<file path="src/rtl/const_div_seq.sv">
`default_nettype none
// ============================================================================
// Module   : const_div_seq
// Brief    : Sequential unsigned divider by a compile-time constant D.
//            Retires C dividend bits per cycle, MSB first, with the radix-2^C
//            remainder recurrence. Valid/ready handshake on both sides.
//            Optional macro CDIV_REM_EN exposes the registered remainder on
//            out_remainder; without it the remainder stays internal.
// Revision : 1.0 - initial release
// ============================================================================
module const_div_seq #(
    parameter int N     = 60,
    parameter int D     = 47,
    parameter int C     = 6,
    parameter int RW    = $clog2(D),
    parameter int STEPS = N / C
) (
    input  logic          clk,
    input  logic          rst_n,
    input  logic          in_valid,
    output logic          in_ready,
    input  logic [N-1:0]  in_dividend,
    output logic          out_valid,
    input  logic          out_ready,
    output logic [N-1:0]  out_quotient,
`ifdef CDIV_REM_EN
    output logic [RW-1:0] out_remainder,
`endif
    output logic          busy
);

    // Elaboration-time sanity checks on the configuration.
    if ((N % C) != 0) begin : g_bad_width
        $error("const_div_seq: N must be a multiple of C");
    end
    if ((D < 2) || (D >= (1 << C))) begin : g_bad_divisor
        $error("const_div_seq: D must satisfy 2 <= D < 2^C");
    end

    localparam int             c_cw   = (STEPS > 1) ? $clog2(STEPS) : 1;
    localparam int             c_vw   = RW + C;
    localparam logic [c_vw-1:0] c_d    = c_vw'(D);
    localparam logic [c_cw-1:0] c_last = c_cw'(STEPS - 1);

    typedef enum logic [1:0] {
        S_IDLE = 2'd0,
        S_RUN  = 2'd1,
        S_DONE = 2'd2
    } state_t;

    state_t          r_state;
    logic [N-1:0]    r_shift;
    logic [RW-1:0]   r_rem;
    logic [c_cw-1:0] r_cnt;
    logic [N-1:0]    r_quo;
    logic            r_in_ready;
    logic            r_out_valid;
    logic            r_busy;
`ifdef CDIV_REM_EN
    logic [RW-1:0]   r_rem_out;
`endif

    logic [c_vw-1:0] w_v;
    logic [C-1:0]    w_qk;
    logic [RW-1:0]   w_rk;
    logic [N-1:0]    w_shift_next;

    // Partial value for this step: running remainder followed by the next chunk.
    assign w_v = {r_rem, r_shift[N-1 -: C]};

    // One chunk stage: v / D and v mod D as a fixed compare-subtract chain
    // against the constant multiples D*2^k; it collapses to constant logic
    // and fits in one cycle because v < D*2^C keeps the quotient in C bits.
    always_comb begin
        logic [c_vw-1:0] rem;
        rem  = w_v;
        w_qk = '0;
        for (int k = C - 1; k >= 0; k--) begin
            if (rem >= (c_d << k)) begin
                w_qk[k] = 1'b1;
                rem     = rem - (c_d << k);
            end
        end
        w_rk = rem[RW-1:0];
    end

    // Quotient digit enters at the LSB end as the dividend leaves the MSB end.
    assign w_shift_next = (r_shift << C) | N'(w_qk);

    // Control FSM, datapath registers and registered handshake outputs.
    always_ff @(posedge clk or negedge rst_n) begin
        if (!rst_n) begin
            r_state     <= S_IDLE;
            r_shift     <= '0;
            r_rem       <= '0;
            r_cnt       <= '0;
            r_quo       <= '0;
            r_in_ready  <= 1'b1;
            r_out_valid <= 1'b0;
            r_busy      <= 1'b0;
`ifdef CDIV_REM_EN
            r_rem_out   <= '0;
`endif
        end else begin
            case (r_state)
                S_IDLE: begin
                    if (in_valid) begin
                        r_shift    <= in_dividend;
                        r_rem      <= '0;
                        r_cnt      <= '0;
                        r_state    <= S_RUN;
                        r_in_ready <= 1'b0;
                        r_busy     <= 1'b1;
                    end
                end
                S_RUN: begin
                    r_shift <= w_shift_next;
                    r_rem   <= w_rk;
                    r_cnt   <= r_cnt + 1'b1;
                    if (r_cnt == c_last) begin
                        // Result registers are only written here, so they hold
                        // steady through any number of DONE stall cycles.
                        r_quo       <= w_shift_next;
`ifdef CDIV_REM_EN
                        r_rem_out   <= w_rk;
`endif
                        r_state     <= S_DONE;
                        r_out_valid <= 1'b1;
                    end
                end
                S_DONE: begin
                    if (out_ready) begin
                        r_state     <= S_IDLE;
                        r_out_valid <= 1'b0;
                        r_in_ready  <= 1'b1;
                        r_busy      <= 1'b0;
                    end
                end
                default: begin
                    r_state     <= S_IDLE;
                    r_in_ready  <= 1'b1;
                    r_out_valid <= 1'b0;
                    r_busy      <= 1'b0;
                end
            endcase
        end
    end

    assign in_ready     = r_in_ready;
    assign out_valid    = r_out_valid;
    assign busy         = r_busy;
    assign out_quotient = r_quo;
`ifdef CDIV_REM_EN
    assign out_remainder = r_rem_out;
`endif

endmodule
`default_nettype wire

</file>
<file path="config.mk">
export PLATFORM = sky130hd
export DESIGN_NAME = const_div_seq
export DESIGN_NICKNAME = d
export VERILOG_FILES = /design/src/rtl/const_div_seq.sv
export SDC_FILE = /design/constraint.sdc
export NUM_CORES = 1
export LEC_CHECK = 0
export BUFFER_PORTS_ARGS = -buffer_cell sky130_fd_sc_hd__buf_4
export CORE_ASPECT_RATIO = 1.4
export CORE_MARGIN = 5
export CORE_UTILIZATION = 55
export DETAILED_ROUTE_END_ITERATION = 10
export PLACE_DENSITY = 0.78
export SLEW_MARGIN = 15
export SYNTH_ARGS = -nofsm -noshare
export SYNTH_HDL_FRONTEND = slang
export SYNTH_SLANG_ARGS = --single-unit
</file>
<file path="constraint.sdc">
create_clock -name clk -period 6.7 [get_ports clk]
set_input_delay 0.67 -clock clk [delete_from_list [all_inputs] [get_ports clk]]
set_output_delay 0.67 -clock clk [all_outputs]
set_load 0.05 [all_outputs]
</file>
# After elaboration in Yosys (flattened, before gate mapping)
# Cells that the tools add are included.
# totals
elab_cells	67
reg_bits	135
in_bits	64
output_inout_bits	63
# classes
n_bitwise	3
n_lt_le_gt_ge	6
mux	30
n_reduce_logical	7
addsub	7
n_eq_ne	6
# op_table
cell	n
60-bit case mux with 2 select lines	1
12-bit two-way mux	5
60-bit two-way mux	1
60-bit by 6-bit OR with 60-bit output	1
12-bit by 10-bit greater-or-equal comparator with 1-bit output (second input constant)	1
12-bit by 11-bit greater-or-equal comparator with 1-bit output (second input constant)	1
12-bit by 6-bit greater-or-equal comparator with 1-bit output (second input constant)	1
12-bit by 7-bit greater-or-equal comparator with 1-bit output (second input constant)	1
12-bit by 8-bit greater-or-equal comparator with 1-bit output (second input constant)	1
12-bit by 9-bit greater-or-equal comparator with 1-bit output (second input constant)	1
6-bit two-way mux	2
6-bit case mux with 2 select lines	1
12-bit by 10-bit subtractor with 12-bit output (second input constant)	1
12-bit by 11-bit subtractor with 12-bit output (second input constant)	1
12-bit by 7-bit subtractor with 12-bit output (second input constant)	1
12-bit by 8-bit subtractor with 12-bit output (second input constant)	1
12-bit by 9-bit subtractor with 12-bit output (second input constant)	1
1-bit two-way mux	11
1-bit case mux with 3 select lines	3
3-bit AND reduction	3
4-bit case mux with 2 select lines	1
2-bit two-way mux	3
2-bit inequality test (second input constant)	3
2-bit case mux with 3 select lines	1
10 further kinds	12

# Longest topological paths before layout
# Gate-level depths: netlist of run 1.
# depth
word_depth	14
ltp_mapped	31
depth_no_buf	27

# Least setup slack after synthesis of run 1
# OpenSTA, ideal clock, no wires.
# synth_path
kind	register to register
start	register r_rem[3]
end	register r_rem[4]
synth_period_minus_slack_ns	6.191
n_path_buf	4
stages_incl_launch_ff	32
arrival_time_ns	6.104
setup_time_ns	0.087
required_time_ns	6.613
path_slack_ns	0.509
path_cell_list	dfrtp_1 > buf_2 > buf_2 > a41oi_2 > o21a_1 > xnor2_1 > ha_1 > o21ai_1 > o311a_1 > buf_6 > nand2_1 > xnor2_1 > inv_1 > ha_1 > nand2_1 > nor3_1 > o41ai_2 > o22a_1 > mux2_4 > or2_1 > buf_2 > a21oi_4 > o21ai_1 > a32oi_4 > nand3_4 > xor2_1 > ha_1 > nand2_1 > mux2i_1 > and2_1 > or4_1 > o211ai_1
# synth_via
elab_chain_cells	13
word_cells_on_any_way	19
cone_classes	add/sub: 6; order compare: 6; mux: 7
# synth_lines
element	line	source
start, declared	53	logic [RW-1:0] r_rem;
start signal, assigned	118	r_rem <= w_rk;
12-bit by 11-bit subtractor with 12-bit output / 12-bit by 11-bit greater-or-equal comparator with 1-bit output (equally long branches)	81, 79	
12-bit two-way mux (*)	79	if (rem >= (c_d << k)) begin
12-bit by 10-bit subtractor with 12-bit output / 12-bit by 10-bit greater-or-equal comparator with 1-bit output (equally long branches)	81, 79	
12-bit two-way mux (*)	79	
12-bit by 9-bit subtractor with 12-bit output / 12-bit by 9-bit greater-or-equal comparator with 1-bit output (equally long branches)	81, 79	
12-bit two-way mux (*)	79	
12-bit by 8-bit subtractor with 12-bit output / 12-bit by 8-bit greater-or-equal comparator with 1-bit output (equally long branches)	81, 79	
12-bit two-way mux (*)	79	
12-bit by 7-bit subtractor with 12-bit output / 12-bit by 7-bit greater-or-equal comparator with 1-bit output (equally long branches)	81, 79	
12-bit two-way mux (*)	79	
12-bit by 6-bit greater-or-equal comparator with 1-bit output / 6-bit subtractor (equally long branches)	79, 81	
6-bit two-way mux (*)	79	
6-bit case mux with 2 select lines (*)	105	case (r_state)
# Every way passes the cells marked *; elsewhere a longest branch is shown, timed or not.
# A chain may end at the register's enable or synchronous reset.

# Worst setup path in the final report of run 1
# layout_path
start	register r_rem[0]
end	register r_rem[4]
# Same word-level chain as after synthesis.

==> reports/results.env, run 1 <==
WL_UM=23700
FIRST_GLOBAL_VIAS=7412
MIN_PERIOD_OVER_PERIOD_PCT=94.0
TIMING.FINAL.WS_SETUP_PS=403
SYNTH_TOP_FAMILY_BY_AREA='compound AO/OA/AOI/OAI gates'
HOLD_BUFFER_COUNT_AT_CTS=0
FMAXACHIEVABLE_MHz=159
TRITONCTS.NUM_BUFFERS=17
FINAL_ANTENNA_NET_COUNT=0
MAPPEDNETLISTNETS=936
SYNTHMUXAREASHARE_PCT=9.65
OVERALL_VIA_COUNT_FROM_DETAIL_ROUTE=7475
DRTPASS1ITERATIONS=5
YOSYS_WARNINGS=0
CELL_COUNT_ALONG_THE_CRITICAL_PATH=26
PRE_CTS_SLACK_PS=305
WORSTPATHMAXFANOUT=8
LAYOUT_MIN_CYCLE_TIME_PS=6300
BOUNDARYPINS=127
MAX-SLEW-MARGIN-REL_PCT=42.5
POST-SYNTH-TOP-AREA-CELL='dfrtp_1'
CTS.REPORTEDPATHS.CLKPINSLEW_PS=60
WORSTHOLDPATHTYPE='in2async'
ROUTED_WIRE_LENGTH_PER_INSTANCE_UM=19.9
ADDER_CELL_FRACTION_OF_SYNTH_AREA_PCT=1.20
STATUS='finished clean'
TIMING.SETUP.CRITICAL_PATH_CLASS='reg2reg'
TRITONCTS='built'
R2R_CELLS=26
CRITICAL_PATH.N_BUFFERS_INVERTERS=2
CRITICAL_PATH.MAX_STAGE_DELAY_PS=550
CORE-AREA_UM2=15000
GLOBALPLACE.CONGESTION=0.973
DRT_DRC_VIOLATIONS_LEFT=0
GLOBAL_ROUTE_WIRE_LENGTH_BEFORE_REPAIR_UM=38100
INSERTEDDIODECOUNT=0
DIE_X_UM=114
NFILLCELLS=1219
WORSTSETUPSTARTPOINTTYPE='flop'
WORSTMARGINPINSLEW_PS=862
DIE_AREA_UM2=17800
CLOCK_LATENCY_PS=410
TIMING_MAX_TRANSITION_VIOLATIONS_FINAL=0
SYNTH-MAIN-FF-CELL='dfrtp_1'
YOSYS-TOP-CELLS-COUNT='dfrtp_1 (134), nand2_1 (91), a21oi_1 (80)'
CTS_HTREE_LEVELS=4
NUMBER_OF_ANTENNA_VIOLATIONS_AT_THE_FIRST_CHECK_IN_GLOBAL_ROUTING=0
FP.DIEH_UM=156
NUMBER_OF_CELLS_IN_THE_DESIGN_AFTER_PLACEMENT=1151
SYNTHCELLS=864
CRITICAL_PATH.SLOWEST_CELL='or4_1'
FINALSETUPVIOLCOUNT=0
DR.FIRST_ITER.DRC_COUNT=538
POST_ROUTE_CELLS_DRIVE_ABOVE_1_SHARE_PCT=31.8
HPWLAFTERDP_UM=16700
YS_ASYNC_SR_FRACTION_PCT=100
POST_SYNTH_NUM_CELL_TYPES=95
TIMING.CRITICAL_PATH.MODE_CELL='xnor2_1'
PLACE.PORT_BUFFERS=126
CP.ARRIVAL_PS=6620
CTS-ROOT-BUF='clkbuf_16'
CLOCK_SKEW_AFTER_LAYOUT_PS=10.9
INITIAL_CORE_UTIL_PCT=55.7
ROW_COUNT=53
ROUTED_VIA_COUNT_DIVIDED_BY_CELL_COUNT=6.29
SYNTH.MOST_COMMON_CELL='dfrtp_1'
POST_SYNTH_XOR_AREA_FRACTION_PCT=1.45
CELL_AREA_AFTER_SYNTHESIS_UM2=8350
POST-SYNTH-TOP-AREA-FRACTION_PCT=40.1
SYNTH_EDF_COUNT=0
MAX-CAP-VIOLATIONS=0
HOLD_VIOLATIONS=0
SYNTH_COMPOUND_GATE_AREA_SHARE_PCT=23.4
CTS.SINKS=135
GRT_REMAINING_OVERFLOW=0
GRT_START_MAX_NET_PINS=83
CP-END-KIND='flop'
SYNTH-SIMPLE-AREA-SHARE_PCT=20.4
CRITPATHTOPFAMILY='compound AO/OA/AOI/OAI gates'
FINAL_NET_COUNT=1055
LAYOUT-AREA-OVERHEAD-VS-SYNTH_PCT=21.9
SYNTH_SEQUENTIAL_AREA_RATIO_PCT=40.5
CP_DATA_REQUIRED_TIME_PS=7020
SYNTHTOPCELLSBYAREA='dfrtp_1 (40%), mux2_2 (8.1%), and3b_1 (5.7%)'
POSTSYNTHAREAPERCELL_UM2=9.67
GLOBALROUTETOTALUTIL_PCT=26.6
YOSYS_REGISTER_BITS=135
BUFFERS_FROM_CLOCK_ROOT_TO_SINK_AT_MOST=2
LAYOUT.CELLS.NON_FILLER=1188
[layer usage]
layer	vias to the layer above	track usage, %	part of all wire [%]
met2	261	47.6	54
met5	-	0	0
met3	65	5.04	4.9
met4	0	11.8	4.1
met1	3662	30.6	37
li1	3487	-	-
[layout make-up]
cell class,instances,area [µm²],area share [%]
clock buffer,19,433,4.25
inverter,8,30.0,0.295
tap,192,240,2.36
clock inverter,13,146,1.44
multi-input combinational,661,4740,46.6
sequential,135,3390,33.3
timing repair buffer,160,1200,11.8
[worst reg2reg max path, stage by stage, from the launching register on]
cell and delay [ps]:
dfrtp_2 460, a41oi_4 280, o21a_1 210, xnor2_1 190
ha_2 260, o21ai_1 140, o311a_1 340, nand2_1 120
xnor2_1 170, inv_1 100, ha_1 240, nand2_1 120
nor3_2 60, o41ai_2 350, o22a_1 290, mux2_4 340
or2_4 290, a21oi_4 200, xnor2_1 240, ha_1 230
inv_1 90, nor2_2 210, nor4_2 60, o311ai_2 420
nor2_2 160, or4_1 550, o211ai_1 100
[flip-flops by register name, summed over array words and instances (netlist names)]
| signal | cells |
|---|---|
| r_cnt | 4 |
| out_quotient | 60 |
| r_state | 2 |
| r_rem | 6 |
| out_valid | 1 |
| busy | 1 |
| r_shift | 60 |
| in_ready | 1 |
[cells by family after synthesis]
| kind of cell | after synthesis |
|---|---|
| and+or+nand+nor | 293 |
| AOI/OAI and AO/OA | 275 |
| DFF | 135 |
| muxes | 72 |
| buffers and inverters | 68 |
| xor gates and xnor gates | 13 |
| adders and majority gates | 8 |
[timing repair]
action,CTS,global route
buffers inserted,0,5
endpoints found under the setup margin,0,8
gates resized for setup,0,15
[placed cells by master, fill, tap and decap left out, drive strengths merged, types with 8 or more instances in the layout]
master | netlist | final
and2 | 9 | 9
inv | 8 | 11
nor3 | 12 | 12
nor2 | 39 | 39
and3 | 9 | 9
ha | 8 | 8
dfrtp | 134 | 134
and3b | 54 | 54
a21oi | 87 | 87
a31oi | 12 | 12
o21ai | 74 | 74
xnor2 | 10 | 10
nand4 | 8 | 8
a21o | 9 | 9
mux2 | 62 | 62
clkbuf | 46 | 19
nand2 | 91 | 91
o211ai | 14 | 14
nand3 | 26 | 26
mux2i | 10 | 10
buf | 14 | 160
[per-stage QoR]
stage	util (%)	setup TNS (ps)	hold slack, ps	area [µm²]
floorplan	-	0	374	8350
CTS	67.3	0	255	10100
global route	67.9	-10.6	269	10200
detailed placement	63.4	0	493	9510
global placement	63.4	0	480	9510
finish	67.9	0	231	10200
[worst paths after layout]
check | slack [ps] | from | end
setup / recovery | 400 | r_rem[0] | r_rem[4]
hold / removal | 230 | rst_n | out_quotient[22]
setup reg to reg | 400 | r_rem[0] | r_rem[4]
hold reg to reg | 500 | r_shift[52] | r_shift[52]
max in group asynchronous | 5070 | rst_n | r_state[0]
min in group clk | 500 | r_shift[52] | r_shift[52]
Power of run 1 is not shown: default switching activity piles up to over one toggle a cycle in this logic, so the estimate is an artifact.
==> run 2, diff against run 1 <==
--- a/config.mk
+++ b/config.mk
@@ -5,7 +5,7 @@
 export SDC_FILE = /design/constraint.sdc
 export NUM_CORES = 1
 export LEC_CHECK = 0
-export BUFFER_PORTS_ARGS = -buffer_cell sky130_fd_sc_hd__buf_4
+export BUFFER_PORTS_ARGS = -buffer_cell sky130_fd_sc_hd__buf_2
 export CORE_ASPECT_RATIO = 1.4
 export CORE_MARGIN = 5
 export CORE_UTILIZATION = 55
==> constraint.sdc (replaced) <==
create_clock -name clk -period 7.94 [get_ports clk]
set_input_delay 0.794 -clock clk [delete_from_list [all_inputs] [get_ports clk]]
set_output_delay 0.794 -clock clk [all_outputs]
set_load 0.05 [all_outputs]
==> run 2 against run 1 <==
Hold slack gained 160 ps. Non-clock buffer count shrank 25. Critical path depth up 1. Global-route usage down 1.4 points. Critical endpoint is now r_rem[0]. Via count decreased by 2.6%. Clock skew hardly changed. Core utilization is 3.6 points lower. Largest cell class unchanged. Register-to-register slack gained 410 ps. Wire length decreased by 6.9%. Sequential share of layout area is 1.8 points higher.
==> reports/results.env, run 2 (synthesis gave the netlist of run 1 again) <==
PLACE.PORT_BUFFERS=126  # unchanged
FINAL_NET_COUNT=1030  # -2.4%
GLOBALPLACE.CONGESTION=1.01  # +3.6%
CORE-AREA_UM2=15000  # unchanged
FMAXACHIEVABLE_MHz=140  # -12%
DRTPASS1ITERATIONS=5  # unchanged
FINAL_CELL_MIX='dfrtp_1 (132), buf_2 (125), nand2_1 (91)'
UNREPAIRED_SETUP_ENDPOINTS_AFTER_GLOBAL_ROUTING='false'
DIE_X_UM=114  # unchanged
CP_DATA_REQUIRED_TIME_PS=8280  # +1260 ps
CRITICAL_PATH.MAX_STAGE_DELAY_PS=640  # +90 ps
MAX-CAP-VIOLATIONS=0  # unchanged
GRT_REMAINING_OVERFLOW=0  # unchanged
CRITPATHTOPFAMILY='compound AO/OA/AOI/OAI gates'
MAX-SLEW-MARGIN-REL_PCT=44.8  # +2.3 points
TOTALNEGATIVESETUPSLACK_PS=0  # unchanged
ROW_COUNT=53  # unchanged
WORSTHOLDPATHTYPE='in2async'
HOLD_SLACK_PS=389  # +158 ps
ROUTED_WIRE_LENGTH_PER_INSTANCE_UM=18.9  # -4.9%
FINAL_ANTENNA_NET_COUNT=0  # unchanged
R2R-START='r_rem[1]'
POSTCTSSETUPBUFFERS=0  # unchanged
DIE_AREA_UM2=17800  # unchanged
CRITICAL_PATH.SLOWEST_CELL='dfrtp_1'
CRITICAL_PATH.N_BUFFERS_INVERTERS=1  # -1
CLOCK_SKEW_AFTER_LAYOUT_PS=11.4  # +0.435 ps
CLOCK_LATENCY_PS=410  # about the same
CTS.REPORTEDPATHS.CLKPINSLEW_PS=60  # about the same
LAYOUT-AREA-OVERHEAD-VS-SYNTH_PCT=15.4
R2R_CELLS=27  # +3.8%
FINAL_CORE_OCC_PCT=64.3  # -3.6 points
CP-END-KIND='flop'
NUMBER_OF_ANTENNA_VIOLATIONS_AT_THE_FIRST_CHECK_IN_GLOBAL_ROUTING=1  # +1
CP.ARRIVAL_PS=7470  # +850 ps
STDCELL_AREA_UM2=9640  # -5.4%
FINALSETUPVIOLCOUNT=0  # unchanged
FIRST_GLOBAL_VIAS=7229  # -2.5%
CTS-ROOT-BUF='clkbuf_16'
TIMING.RR.END='r_rem[0]'
BOUNDARYPINS=127  # unchanged
POST_ROUTE_CELLS_DRIVE_ABOVE_1_SHARE_PCT=28.8  # -3.0 points
ROUTED_VIA_COUNT_DIVIDED_BY_CELL_COUNT=6.26  # -0.59%
GLOBALROUTETOTALUTIL_PCT=25.2  # -1.4 points
TRITONCTS='built'
DRT_DRC_VIOLATIONS_LEFT=0  # unchanged
HOLD_VIOLATIONS=0  # unchanged
NFILLCELLS=1257  # +3.1%
TIMING_MAX_TRANSITION_VIOLATIONS_FINAL=0  # unchanged
OVERALL_VIA_COUNT_FROM_DETAIL_ROUTE=7281  # -2.6%
STATUS='finished clean'
CTS_HTREE_LEVELS=4  # unchanged
WORSTSETUPSTARTPOINTTYPE='flop'
CTS_RESIZED=0  # unchanged
PLACEMENT.CELL_AREA_UM2=9040  # -4.9%
DR.FIRST_ITER.DRC_COUNT=643  # +20%
SETUP.REG_TO_REG.WORST_SLACK_PS=810  # +410 ps
WL_UM=22000  # -6.9%
LAYOUT_MIN_CYCLE_TIME_PS=7130  # +834 ps
CP-ENDPOINT='r_rem[0]'
CELL_COUNT_ALONG_THE_CRITICAL_PATH=27  # +3.8%
CRITPATHLAUNCH='r_rem[1]'
TIMING.SETUP.CRITICAL_PATH_CLASS='reg2reg'
INITIAL_CORE_UTIL_PCT=55.7  # unchanged
CTS.SINKS=135  # unchanged
GLOBAL_ROUTE_WIRE_LENGTH_BEFORE_REPAIR_UM=36300  # -4.8%
WORSTPATHMAXFANOUT=13  # +5
FP.DIEH_UM=156  # unchanged
HOLD_BUFFER_COUNT_AT_CTS=0  # unchanged
MOSTFREQUENTLAYOUTCELL='dfrtp_1'
TRITONCTS.NUM_BUFFERS=17  # unchanged
HPWLAFTERDP_UM=15500  # -7.0%
WORSTMARGINPINSLEW_PS=828  # -34.0 ps
GRT_START_MAX_NET_PINS=84  # +1.2%
MIN_PERIOD_OVER_PERIOD_PCT=89.8  # -4.2 points
BUFFERS_FROM_CLOCK_ROOT_TO_SINK_AT_MOST=2  # unchanged
-- run 2: area by class of cell --
class / count / area (µm²) / area share [%]
diodes: 1 / 2.50 / 0.0260
clock buffers: 18 / 429 / 4.45
clock inverters: 14 / 161 / 1.67
inverters: 8 / 30.0 / 0.312
multi-input cells: 661 / 4680 / 48.6
flip-flops and latches: 135 / 3380 / 35.1
well taps: 192 / 240 / 2.49
repair buffers: 135 / 704 / 7.31
-- run 2: how the worst min path moves through the flow --
stage / slack, ps / end / start
detailed placement: 470 / out_valid / out_valid
CTS: 410 / r_shift[10] / rst_n
finish: 390 / r_shift[10] / rst_n
global placement: 470 / out_valid / out_valid
global route: 420 / out_quotient[14] / rst_n
floorplan: 470 / r_shift[10] / r_shift[10]
-- run 2: per-layer routing --
metal	up-vias	wire length (µm)	GRT usage (%)
li1	3431	-	-
met1	3567	8620	30.4
met2	228	11600	43.6
met3	55	1100	5.28
met4	0	749	10.7
met5	-	0	0
-- run 2: stage by stage --
step           instances  setup WS (ps)
5_1_grt             1164            145
4_1_cts             1163            892
3_5_place_dp        1131            949
2_1_floorplan        864           1750
6_report            1164            809
3_3_place_gp        1131           1150
Power of run 2 is left out for the same reason.
==> run 3, diff against run 2 <==
--- a/config.mk
+++ b/config.mk
@@ -11,6 +11,7 @@
 export CORE_UTILIZATION = 55
 export DETAILED_ROUTE_END_ITERATION = 10
 export PLACE_DENSITY = 0.78
+export RECOVER_POWER = 50
 export SLEW_MARGIN = 15
 export SYNTH_ARGS = -nofsm -noshare
 export SYNTH_HDL_FRONTEND = slang
==> run 3 against run 2 <==
Hold slack better by 100 ps. Core utilization fell by 0.63 points. Flip-flop and latch count unchanged. Wire length up 0.24%. Setup slack worse by 42 ps. Die area is the same. Sequential share of layout area up 0.35 points. Critical endpoint unchanged. Register-to-register slack got worse by 40 ps. Via count down 0.49%. Maximum frequency fell by 0.58%. Clock-buffer cell count unchanged. Non-clock buffer count stayed put. The run now ends with capacitance limit, slew limit left.
==> reports/results.env, run 3 (synthesis gave the netlist of run 1 again) <==
GRTUSAGEMET1_PCT=30.4  # unchanged
CTS-ROOT-BUF='clkbuf_16'
CLOCK_SKEW_AFTER_LAYOUT_PS=11.2  # -0.133 ps
CRITICAL_PATH.SLOWEST_CELL='dfrtp_1'
HPWLAFTERDP_UM=15500  # unchanged
PLACE.PORT_BUFFERS=126  # unchanged
GLOBALPLACE.CONGESTION=1.01  # unchanged
CP-END-KIND='flop'
CP.ARRIVAL_PS=7510  # +40 ps
UNREPAIRED_SETUP_ENDPOINTS_AFTER_GLOBAL_ROUTING='false'
ROW_COUNT=53  # unchanged
DRTPASS1ITERATIONS=5  # unchanged
TRITONCTS.NUM_BUFFERS=17  # unchanged
OVERALL_VIA_COUNT_FROM_DETAIL_ROUTE=7245  # -0.49%
TIMING.SETUP.CRITICAL_PATH_CLASS='reg2reg'
INITIAL_CORE_UTIL_PCT=55.7  # unchanged
FINAL_ANTENNA_NET_COUNT=0  # unchanged
MOSTFREQUENTLAYOUTCELL='dfrtp_1'
FIRST_GLOBAL_VIAS=7229  # unchanged
VIOLATIONS='capacitance limit, slew limit'
MAX-SLEW-MARGIN-REL_PCT=-149  # -190 points
FINAL_NET_COUNT=1030  # unchanged
CLOCK_LATENCY_PS=410  # about the same
WORSTSETUPSTARTPOINTTYPE='flop'
BUFFERS_FROM_CLOCK_ROOT_TO_SINK_AT_MOST=2  # unchanged
HOLD_BUFFER_COUNT_AT_CTS=0  # unchanged
R2R-START='r_rem[1]'
CRITPATHLAUNCH='r_rem[1]'
R2R_CELLS=27  # unchanged
SETUP.REG_TO_REG.WORST_SLACK_PS=770  # -40 ps
CTS.REPORTEDPATHS.CLKPINSLEW_PS=60  # about the same
MAX-CAP-VIOLATIONS=3  # +3
FP.DIEH_UM=156  # unchanged
CTS_RESIZED=0  # unchanged
TIMING.CRITICAL_PATH.MODE_CELL='nand2_1'
TIMING_MAX_TRANSITION_VIOLATIONS_FINAL=200  # +200
CRITICAL_PATH.MAX_STAGE_DELAY_PS=640  # about the same
WORSTMARGINPINSLEW_PS=3740  # +2910 ps
GRT-BUSIEST-LAYER='met2'
MIN_PERIOD_OVER_PERIOD_PCT=90.3  # +0.53 points
CTS_HTREE_LEVELS=4  # unchanged
FINAL_CELL_MIX='dfrtp_1 (132), nand2_1 (91), a21oi_1 (80)'
DR.FIRST_ITER.DRC_COUNT=615  # -4.4%
POST_ROUTE_CELLS_DRIVE_ABOVE_1_SHARE_PCT=22.1  # -6.7 points
STATUS='finished, violations left'
DIE_AREA_UM2=17800  # unchanged
BOUNDARYPINS=127  # unchanged
STDCELL_AREA_UM2=9540  # -0.97%
WL_UM=22100  # +0.24%
PLACEMENT.CELL_AREA_UM2=9040  # unchanged
LAYOUT_MIN_CYCLE_TIME_PS=7170  # +41.8 ps
GRT_START_MAX_NET_PINS=84  # unchanged
WORSTHOLDPATHTYPE='reg2reg'
HOLD_VIOLATIONS=0  # unchanged
FMAXACHIEVABLE_MHz=139  # -0.58%
FINALSETUPVIOLCOUNT=0  # unchanged
WORSTPATHMAXFANOUT=13  # unchanged
HOLD_SLACK_PS=493  # +104 ps
NUMBER_OF_ANTENNA_VIOLATIONS_AT_THE_FIRST_CHECK_IN_GLOBAL_ROUTING=1  # unchanged
DIE_X_UM=114  # unchanged
TIMING.RR.END='r_rem[0]'
GLOBALROUTETOTALUTIL_PCT=25.2  # unchanged
ROUTED_VIA_COUNT_DIVIDED_BY_CELL_COUNT=6.22  # -0.49%
MET2_USAGE_PCT=43.6  # unchanged
DRT_DRC_VIOLATIONS_LEFT=0  # unchanged
TRITONCTS='built'
LAYOUT-AREA-OVERHEAD-VS-SYNTH_PCT=14.2
CORE-AREA_UM2=15000  # unchanged
CTS.SINKS=135  # unchanged
GLOBAL_ROUTE_WIRE_LENGTH_BEFORE_REPAIR_UM=36300  # unchanged
TOTALNEGATIVESETUPSLACK_PS=0  # unchanged
CP_DATA_REQUIRED_TIME_PS=8280  # about the same
ROUTED_WIRE_LENGTH_PER_INSTANCE_UM=19.0  # +0.24%
GLOBALROUTEMET3UTIL_PCT=5.28  # unchanged
CP-ENDPOINT='r_rem[0]'
GRT_REMAINING_OVERFLOW=0  # unchanged
POSTCTSSETUPBUFFERS=0  # unchanged
==> run 3: worst min-delay path by stage <==
stage	start	end	cells past startpoint	slack (ps)
floorplan	r_shift[10]	r_shift[10]	2	470
global placement	out_valid	out_valid	1	470
detailed placement	out_valid	out_valid	1	470
CTS	rst_n	r_shift[10]	1	410
global route	out_valid	out_valid	1	500
finish	out_valid	out_valid	1	490
==> run 3: through the flow <==
step / util [%] / setup WS (ps) / cells
floorplan: - / 1750 / 864
global placement: 60.3 / 1150 / 1131
detailed placement: 60.3 / 949 / 1131
CTS: 64.3 / 892 / 1163
global route: 63.7 / 145 / 1164
finish: 63.7 / 767 / 1164
==> run 3: area by class of cell <==
type | count | area [µm²]
diodes | 1 | 2.50
clock buffers | 18 | 429
clock inverters | 14 | 161
fillers | 1293 | 5440
inverters | 8 | 30.0
multi-input cells | 661 | 4680
flip-flops and latches | 135 | 3380
well taps | 192 | 240
repair buffers | 135 | 611
==> run 3: critical path: cells and delay by family, from the launching register on <==
family | cells | cell delay, ps
AO/OA/AOI/OAI | 8 | 2410
AND/OR/NAND/NOR | 10 | 1670
XOR/XNOR | 4 | 1190
adder cells (fa/ha/maj) | 3 | 790
flip-flops | 1 | 640
multiplexers | 1 | 270
buffers and inverters | 1 | 100
==> run 3: metal layers <==
metal	vias to the layer above	routed length, µm
li1	3418	-
met1	3543	8740
met2	225	11500
met3	59	1070
met4	0	772
met5	-	0
Power of run 3 is left out for the same reason.
